$ cat config.mk
export PLATFORM = sky130hd
export DESIGN_NAME = uart_tx_cfg
export DESIGN_NICKNAME = d
export VERILOG_FILES = /design/src/rtl/uart_pkg.sv /design/src/rtl/uart_tx_fifo.sv /design/src/rtl/uart_tx_cfg.sv
export SDC_FILE = /design/constraint.sdc
export NUM_CORES = 1
export LEC_CHECK = 0
export BUFFER_PORTS_ARGS = -buffer_cell sky130_fd_sc_hd__buf_2
export CAP_MARGIN = 20
export CORE_ASPECT_RATIO = 1.25
export CORE_MARGIN = 3
export CORE_UTILIZATION = 50
export DETAILED_ROUTE_END_ITERATION = 16
export MAX_ROUTING_LAYER = met4
export PLACE_DENSITY_LB_ADDON = 0.15
export SYNTH_ARGS = -nofsm -noshare
export SYNTH_HDL_FRONTEND = slang
export SYNTH_SLANG_ARGS = --single-unit
$ cat constraint.sdc
create_clock -name clk -period 6.95 [get_ports clk]
set_clock_uncertainty 0.15 [all_clocks]
set_input_delay 1.0425 -clock clk [delete_from_list [all_inputs] [get_ports clk]]
set_output_delay 1.0425 -clock clk [all_outputs]
set_load 0.01 [all_outputs]
$ cat src/rtl/uart_pkg.sv
// Shared UART definitions: FSM state encoding and parity-mode codes.
// ST_BREAK exists only when UART_TX_BREAK_EN is defined.
package uart_pkg;

  typedef enum logic [2:0] {
    ST_IDLE,
    ST_START,
    ST_DATA,
    ST_PARITY,
    ST_STOP
`ifdef UART_TX_BREAK_EN
    , ST_BREAK
`endif
  } uart_state_t;

  localparam logic [1:0] PAR_NONE  = 2'b00;
  localparam logic [1:0] PAR_EVEN  = 2'b01;
  localparam logic [1:0] PAR_ODD   = 2'b10;
  localparam logic [1:0] PAR_SPACE = 2'b11;

  // Parity bit from the XOR-reduction of the data word.
  function automatic logic par_bit_calc(input logic [1:0] mode, input logic data_xor);
    case (mode)
      PAR_EVEN: par_bit_calc = data_xor;
      PAR_ODD:  par_bit_calc = ~data_xor;
      default:  par_bit_calc = 1'b0;
    endcase
  endfunction

endpackage

$ cat src/rtl/uart_tx_fifo.sv
// Small synchronous FIFO with wrap-around pointers, occupancy count and
// registered full/empty flags. Read data is the word at the read pointer.
module uart_tx_fifo #(
  parameter int WIDTH = 8,
  parameter int DEPTH = 4
) (
  input  logic                       clk,
  input  logic                       reset,
  input  logic                       wr_en,
  input  logic [WIDTH-1:0]           wr_data,
  input  logic                       rd_en,
  output logic [WIDTH-1:0]           rd_data,
  output logic                       full,
  output logic                       empty,
  output logic [$clog2(DEPTH+1)-1:0] count
);

  localparam int AW = $clog2(DEPTH);
  localparam int CW = $clog2(DEPTH+1);

  logic [WIDTH-1:0] mem [DEPTH];
  logic [AW-1:0]    wr_ptr_reg, rd_ptr_reg;
  logic [CW-1:0]    count_reg, count_next;
  logic             full_reg, empty_reg;
  logic             push, pop;

  // A write while full is dropped even if a read happens in the same clock.
  assign push = wr_en & ~full_reg;
  assign pop  = rd_en & ~empty_reg;

  always_comb begin
    count_next = count_reg;
    case ({push, pop})
      2'b10:   count_next = count_reg + 1'b1;
      2'b01:   count_next = count_reg - 1'b1;
      default: count_next = count_reg;
    endcase
  end

  always_ff @(posedge clk or posedge reset) begin
    if (reset) begin
      wr_ptr_reg <= '0;
      rd_ptr_reg <= '0;
      count_reg  <= '0;
      full_reg   <= 1'b0;
      empty_reg  <= 1'b1;
    end else begin
      if (push) wr_ptr_reg <= wr_ptr_reg + 1'b1;
      if (pop)  rd_ptr_reg <= rd_ptr_reg + 1'b1;
      count_reg <= count_next;
      full_reg  <= (count_next == CW'(DEPTH));
      empty_reg <= (count_next == '0);
    end
  end

  always_ff @(posedge clk) begin
    if (push) mem[wr_ptr_reg] <= wr_data;
  end

  assign rd_data = mem[rd_ptr_reg];
  assign full    = full_reg;
  assign empty   = empty_reg;
  assign count   = count_reg;

endmodule

$ cat src/rtl/uart_tx_cfg.sv
// UART transmitter with per-frame data/parity/stop settings fed from a FIFO.
// Define UART_TX_BREAK_EN to add the tx_break input and BREAK state.
module uart_tx_cfg
  import uart_pkg::*;
#(
  parameter int DATA_BITS  = 8,
  parameter int OVS        = 16,
  parameter int FIFO_DEPTH = 4
) (
  input  logic                 clk,
  input  logic                 reset,
  input  logic                 sample_en,
  input  logic                 tx_en,
  input  logic                 tx_wr,
  input  logic [DATA_BITS-1:0] tx_data,
  input  logic [1:0]           par_mode,
  input  logic                 stop2,
`ifdef UART_TX_BREAK_EN
  input  logic                 tx_break,
`endif
  output logic                 txd,
  output logic                 tx_busy,
  output logic                 tx_full,
  output logic                 tx_empty,
  output logic                 tx_ovf
);

  localparam int TW = $clog2(OVS);
  localparam int BW = $clog2(DATA_BITS);
  localparam int CW = $clog2(FIFO_DEPTH+1);
  localparam logic [TW-1:0] TCNT_MAX = TW'(OVS-1);
  localparam logic [BW-1:0] BCNT_MAX = BW'(DATA_BITS-1);

  uart_state_t          state_reg;
  logic [TW-1:0]        tcnt_reg;
  logic [BW-1:0]        bcnt_reg;
  logic [DATA_BITS-1:0] shift_reg;
  logic                 par_en_reg, par_bit_reg, stop2_reg, stop_cnt_reg;
  logic                 txd_reg, busy_reg, ovf_reg;
`ifdef UART_TX_BREAK_EN
  logic                 brk_mark_reg;
`endif

  logic [DATA_BITS-1:0] fifo_rd_data;
  logic [CW-1:0]        fifo_count;
  logic                 fifo_full, fifo_empty;
  logic                 bit_end, stop_end, frame_start, break_req;

`ifdef UART_TX_BREAK_EN
  assign break_req = tx_break;
`else
  assign break_req = 1'b0;
`endif

  assign bit_end  = sample_en & (tcnt_reg == TCNT_MAX);
  assign stop_end = (state_reg == ST_STOP) & bit_end & (~stop2_reg | stop_cnt_reg);
  // A pop both starts a frame from IDLE and chains frames straight out of STOP.
  assign frame_start = sample_en & tx_en & (fifo_count != '0) &
                       (((state_reg == ST_IDLE) & ~break_req) | stop_end);

  uart_tx_fifo #(
    .WIDTH (DATA_BITS),
    .DEPTH (FIFO_DEPTH)
  ) u_fifo (
    .clk     (clk),
    .reset   (reset),
    .wr_en   (tx_wr),
    .wr_data (tx_data),
    .rd_en   (frame_start),
    .rd_data (fifo_rd_data),
    .full    (fifo_full),
    .empty   (fifo_empty),
    .count   (fifo_count)
  );

  always_ff @(posedge clk or posedge reset) begin
    if (reset) begin
      state_reg    <= ST_IDLE;
      tcnt_reg     <= '0;
      bcnt_reg     <= '0;
      shift_reg    <= '0;
      par_en_reg   <= 1'b0;
      par_bit_reg  <= 1'b0;
      stop2_reg    <= 1'b0;
      stop_cnt_reg <= 1'b0;
      txd_reg      <= 1'b1;
      busy_reg     <= 1'b0;
      ovf_reg      <= 1'b0;
`ifdef UART_TX_BREAK_EN
      brk_mark_reg <= 1'b0;
`endif
    end else begin
      ovf_reg <= tx_wr & fifo_full;
      if (sample_en) begin
        tcnt_reg <= bit_end ? '0 : tcnt_reg + 1'b1;
        case (state_reg)
          ST_IDLE: begin
            tcnt_reg <= '0;
`ifdef UART_TX_BREAK_EN
            if (tx_break) begin
              state_reg <= ST_BREAK;
              txd_reg   <= 1'b0;
              busy_reg  <= 1'b1;
            end
`endif
          end
          ST_START: begin
            if (bit_end) begin
              state_reg <= ST_DATA;
              txd_reg   <= shift_reg[0];
              shift_reg <= shift_reg >> 1;
            end
          end
          ST_DATA: begin
            if (bit_end) begin
              if (bcnt_reg == BCNT_MAX) begin
                bcnt_reg  <= '0;
                state_reg <= par_en_reg ? ST_PARITY : ST_STOP;
                txd_reg   <= par_en_reg ? par_bit_reg : 1'b1;
              end else begin
                bcnt_reg  <= bcnt_reg + 1'b1;
                txd_reg   <= shift_reg[0];
                shift_reg <= shift_reg >> 1;
              end
            end
          end
          ST_PARITY: begin
            if (bit_end) begin
              state_reg <= ST_STOP;
              txd_reg   <= 1'b1;
            end
          end
          ST_STOP: begin
            if (bit_end) begin
              if (stop2_reg && !stop_cnt_reg) begin
                stop_cnt_reg <= 1'b1;
              end else begin
                stop_cnt_reg <= 1'b0;
                state_reg    <= ST_IDLE;
                busy_reg     <= 1'b0;
              end
            end
          end
`ifdef UART_TX_BREAK_EN
          // Hold the line low while tx_break is up, then one bit time of mark.
          ST_BREAK: begin
            if (!brk_mark_reg) begin
              tcnt_reg <= '0;
              if (!tx_break) begin
                brk_mark_reg <= 1'b1;
                txd_reg      <= 1'b1;
              end
            end else if (bit_end) begin
              brk_mark_reg <= 1'b0;
              state_reg    <= ST_IDLE;
              busy_reg     <= 1'b0;
            end
          end
`endif
          default: begin
            state_reg <= ST_IDLE;
            txd_reg   <= 1'b1;
            busy_reg  <= 1'b0;
          end
        endcase
        // Frame settings are captured here and ignored until the next pop.
        if (frame_start) begin
          state_reg    <= ST_START;
          tcnt_reg     <= '0;
          bcnt_reg     <= '0;
          stop_cnt_reg <= 1'b0;
          shift_reg    <= fifo_rd_data;
          par_en_reg   <= (par_mode != PAR_NONE);
          par_bit_reg  <= par_bit_calc(par_mode, ^fifo_rd_data);
          stop2_reg    <= stop2;
          txd_reg      <= 1'b0;
          busy_reg     <= 1'b1;
        end
      end
    end
  end

  assign txd      = txd_reg;
  assign tx_busy  = busy_reg;
  assign tx_full  = fifo_full;
  assign tx_empty = fifo_empty;
  assign tx_ovf   = ovf_reg;

endmodule

Yosys cells after proc, flatten, opt, wreduce, memory -nomap -nowiden --
Memories as Yosys holds them, arrays and structs flattened. Cells that the tools add are included. W data, S select, Z words.
Storage, ports and cells: register bits after elaboration 34, RAM bits 32, bits of input ports 16, word-level logic and storage cells 119, memories kept 1
Cells by class: add/subtract/negate cells 6, eq/ne operators 21, multiplexer cells 40, bitwise logic cells 15, reductions and logical operators 20
Memory list:
- u_fifo.mem | depth 4, bits a word 8, rd ports 1, clocked after memory_dff 0, wr ports 1, line uart_tx_fifo.sv:21 | logic [WIDTH-1:0] mem [DEPTH];
Operators by type and width (number):
- $mux W3 | 12
- $mux W8 | 4
- $ne A3 B2 Y1 const B | 7
- $pmux W8 S2 | 1
- $mux W1 | 15
- $pmux W3 S5 | 1
- $mux W4 | 3
- $reduce_and A5 Y1 | 2
- $and A1 B1 Y1 | 9
- $eq A3 B3 Y1 const B | 3
- $reduce_and A8 Y1 | 1
- $reduce_bool A2 Y1 | 4
- $reduce_xor A8 Y1 | 1
- $add A3 B1 Y3 const B | 2
- $eq A3 B2 Y1 const B | 2
- $logic_not A3 Y1 | 2
- $ne A2 B1 Y1 const B | 3
- $pmux W3 S2 | 1
- $reduce_and A3 Y1 | 2
- $reduce_bool A3 Y1 | 2
- $add A2 B1 Y2 const B | 2
- $add A4 B1 Y4 const B | 1
- $eq A2 B1 Y1 const B | 2
- $eq A2 B2 Y1 const B | 2
- 13 further kinds | 18

Longest topological paths before layout --
depth after elaboration 10, mapped depth 12, mapped depth without buffers 12

Modules after synthesis --
From an unflattened synthesis, not the netlist that was laid out.
Second synthesis, totals: cell total of the unflattened synthesis 238, area total of the unflattened synthesis 3086.7 um2
By module, submodules not included:
- uart_tx_fifo | times used 1, cells an instance 90, area each 1657.8 um2, seq. area each 1187.4 um2
- uart_tx_cfg | times used 1, cells an instance 148, area each 1428.9 um2, seq. area each 626.9 um2

Least setup slack after synthesis --
Ideal clock, no wire load.
path type input to register, start in sample_en, end reg u_fifo.full_reg (netlist: u_fifo.full), library setup time 0.073 ns, arrival time 2.968 ns, path slack 3.759 ns, stages 11, buffers on the path 0, cells stage by stage and4_1 > nand2_1 > a21o_1 > nor2_1 > ha_1 > inv_1 > fa_1 > xor2_1 > nor2_1 > xor2_1 > nor2b_1
Between the ends: longest elaborated chain between the ends 9, elaborated cells between the ends (all ways) 12, classes of those cells eq/ne: 3; mux: 1; bitwise: 8
Ends and longest elaborated chain:
- start, declared | line uart_tx_cfg.sv:12 | input logic sample_en,
- $and A1 B1 Y1 | line uart_tx_cfg.sv:55 | assign bit_end = sample_en & (tcnt_reg == TCNT_MAX);
- $and A1 B1 Y1 (2 in a row) | line uart_tx_cfg.sv:56 | assign stop_end = (state_reg == ST_STOP) & bit_end & (~stop2_reg | stop_cnt_reg);
- $or A1 B1 Y1 | line uart_tx_cfg.sv:59 | (((state_reg == ST_IDLE) & ~break_req) | stop_end);
- $and A1 B1 Y1 (*) | line uart_tx_cfg.sv:58 | assign frame_start = sample_en & tx_en & (fifo_count != '0) &
- $and A1 B1 Y1 (*) | line uart_tx_fifo.sv:29 | assign pop = rd_en & ~empty_reg;
- named net u_fifo.pop | line uart_tx_fifo.sv:25 | logic push, pop;
- $eq A2 B1 Y1 or $eq A2 B2 Y1 (tied branches) | line uart_tx_fifo.sv:33 | case ({push, pop})
- $pmux W3 S2 (*) | line uart_tx_fifo.sv:33
- named net u_fifo.count_next[2] | line uart_tx_fifo.sv:23 | logic [CW-1:0] count_reg, count_next;
- $eq A3 B3 Y1 (*) | line uart_tx_fifo.sv:51 | full_reg <= (count_next == CW'(DEPTH));
- end signal, assigned | line uart_tx_fifo.sv:51
- end, declared | line uart_tx_fifo.sv:24 | logic full_reg, empty_reg;
The timed path passes the listed nets; every way through them passes the cells marked *. A chain may end at the register's enable or synchronous reset.

Final worst setup path --
Same ends and word-level chain as after synthesis.

==> reports/qor.csv <==
metric,value,unit
vias,1796,
num-nets-final,283,
synth_top_flop_cell,edfxtp_1,
synth-seq-cells,66,
slew_at_the_pin_with_the_worst_max_slew_slack,792.8,ps
outcome,"finished, final reports clean",
initial_utilization,53.45,%
instances_no_fill,327,
share_of_cells_above_drive_strength_1,16.35,%
firstDrtPassIters,4,
place.gp.congestion,0.8505,
synth_enable_flop_cells,32,
grt_pass1_wl,8231,um
post-route-period-util,50.95,%
grt_pass1_vias,1769,
grt_usage,16.39,%
i_o_pin_count,21,
cp_capture_type,flop,
dr.first_iter.drc_count,73,
syn_inst,236,
cts_post_setup_buffers_inserted,0,
grt_start_max_net_pins,35,
drc_errors,0,
worstSkewPairLatency,330,ps
max_freq,282.4,MHz
seq_area_frac_synth,60.69,%
fin_crit,3541,ps
antenna_found_initial,0,
power.leakage,1.412,nW
critical_path_arrival,3650,ps
ir_worst_vdd,0.0002047,V
hold_path.class,reg -> reg,
root_buffer,clkbuf_8,
viasPerCell,5.492,
post_route_setup_tns,0,ps
rsz0062_at_grt,false,
mean_post_synth_cell_area,12.67,um^2
timing.max_cap.violations,0,
yosys_synthesis_warning_count,0,
hold_buffers,0,
worst_hold_path.num_cells,2,
die-height,92.45,um
die_width,75.16,um
syn_to_final_growth,12.81,%
powerDensity,424.6,mW/mm^2
fp.dieArea,0.006948,mm^2
num_antenna_cells,0,
p_total,1.432,mW
critPathLaunchType,input pin,
ctsResizeCount,0,
wl_per_cell,15.17,um
clk_path_buf_depth,2,
mappedNetlistArea,0.002989,mm^2
async_reset_ff_share,51.52,%
mappedNetlistNets,261,
cts_tree,built,
placement.io_buffers,20,
placementRows,30,
fill_cells,452,
cts-buffers-inserted,9,
placeableCoreArea,0.005593,mm^2
totalWireLength,4961,um
max-slew-margin-rel,47.15,%
rr_worst_depth,12,
clock_transition_at_the_register_clock_pins_on_the_worst_setup_and_hold_paths_after_cts,70,ps
detailedPlacementHpwl,3497,um
drtAntennaViolNets,0,
drv_slew,0,
clock_sink_count,66,
path_class,in -> reg,
finalHoldViolCount,0,
path_max_fanout,16,
worst-endpoint-required,7060,ps
setup_viol,0,
placedCellCount,311,
largest_register_ffs,32,
synth_cell_type_count,42,
ctsHtreeMaxLevel,3,
global_route_congestion_overflow_total,0,
==> logic make-up after synthesis <==
logic type / share of synthesized area, %
AOI/OAI and AO/OA: 8.372
xor gates and xnor gates: 3.809
adders and majority gates: 4.019
buffers and inverters: 2.805
DFF: 60.69
muxes: 8.120
and+or+nand+nor: 12.18
==> path summary, 6_finish.rpt <==
path                                to         from  slack, ps
setup / recovery           u_fifo.full    sample_en       3410
hold / removal             par_bit_reg  par_bit_reg        360
setup reg to reg           u_fifo.full  tcnt_reg[0]       3730
hold reg to reg            par_bit_reg  par_bit_reg        360
max in group asynchronous          txd        reset       5680
min in group asynchronous  tcnt_reg[1]        reset        640
==> per-layer routing <==
layer / vias up / GRT usage (%) / part of all wire, %
li1: 899 / - / -
met1: 858 / 19.80 / 44
met2: 30 / 26.02 / 52
met3: 9 / 3.257 / 3.0
met4: 0 / 7.872 / 1.8
met5: - / - / 0
==> power by group <==
| part | leakage (nW) | switching, mW | internal [mW] |
|---|---|---|---|
| combinational | 0.594 | 0.219 | 0.208 |
| clock | 0.111 | 0.143 | 0.237 |
| sequential | 0.707 | 0.0983 | 0.526 |
| total | 1.41 | 0.460 | 0.971 |
==> through the flow <==
| stage | hold slack, ps | setup WS, ps | cell area, um^2 | util [%] |
|---|---|---|---|---|
| finish | 355.2 | 3409 | 3372 | 60.29 |
| global route | 372.1 | 3136 | 3372 | 60.29 |
| CTS | 359.0 | 3416 | 3372 | 60.29 |
| detailed placement | 340.5 | 3041 | 3131 | 55.97 |
| global placement | 316.8 | 3211 | 3131 | 55.97 |
| floorplan | 296.7 | 3759 | 2989 | - |
==> critical path, stage by stage <==
cell and delay, ps:
buf_2 200, and4_1 260, nand2_1 120, a21o_1 370, nor2_1 330, ha_1 240
inv_1 60, fa_1 380, xor2_1 150, nor2_1 110, xor2_1 200, nor2b_1 170
==> synthesized netlist by cell type, types with 6 or more instances <==
cell      instances  area, um^2
mux4_1            6       157.7
dfrtp_1          32       800.8
ha_1              8       100.1
nand2_1          19       71.32
nand3_1           8       40.04
inv_1            10       37.54
a21oi_1           6       30.03
nor2_1           28       105.1
clkbuf_1          8       30.03
edfxtp_1         32       960.9
o21ai_0          12       60.06
o22ai_1           9       56.30
xnor2_1           9       78.83
==> cell type report <==
class	count	area, um^2	share of cell area [%]
sequential	66	1814	53.80
multi-input combinational	150	1091	32.36
clock buffer	9	123.9	3.673
clock inverter	7	117.6	3.488
timing repair buffer	21	107.6	3.191
tap	64	80.08	2.375
inverter	10	37.54	1.113
==> cell usage in the layout, fill, tap and decap left out, drive strengths merged, types with 9 or more instances in the layout <==
cell type | netlist | layout
nor2 | 28 | 28
clkbuf | 9 | 9
o21ai | 12 | 12
inv | 10 | 10
o22ai | 9 | 9
xnor2 | 9 | 9
nand2 | 19 | 19
edfxtp | 32 | 32
dfrtp | 32 | 32
buf | 1 | 21
(Power assumes the default switching activity.)
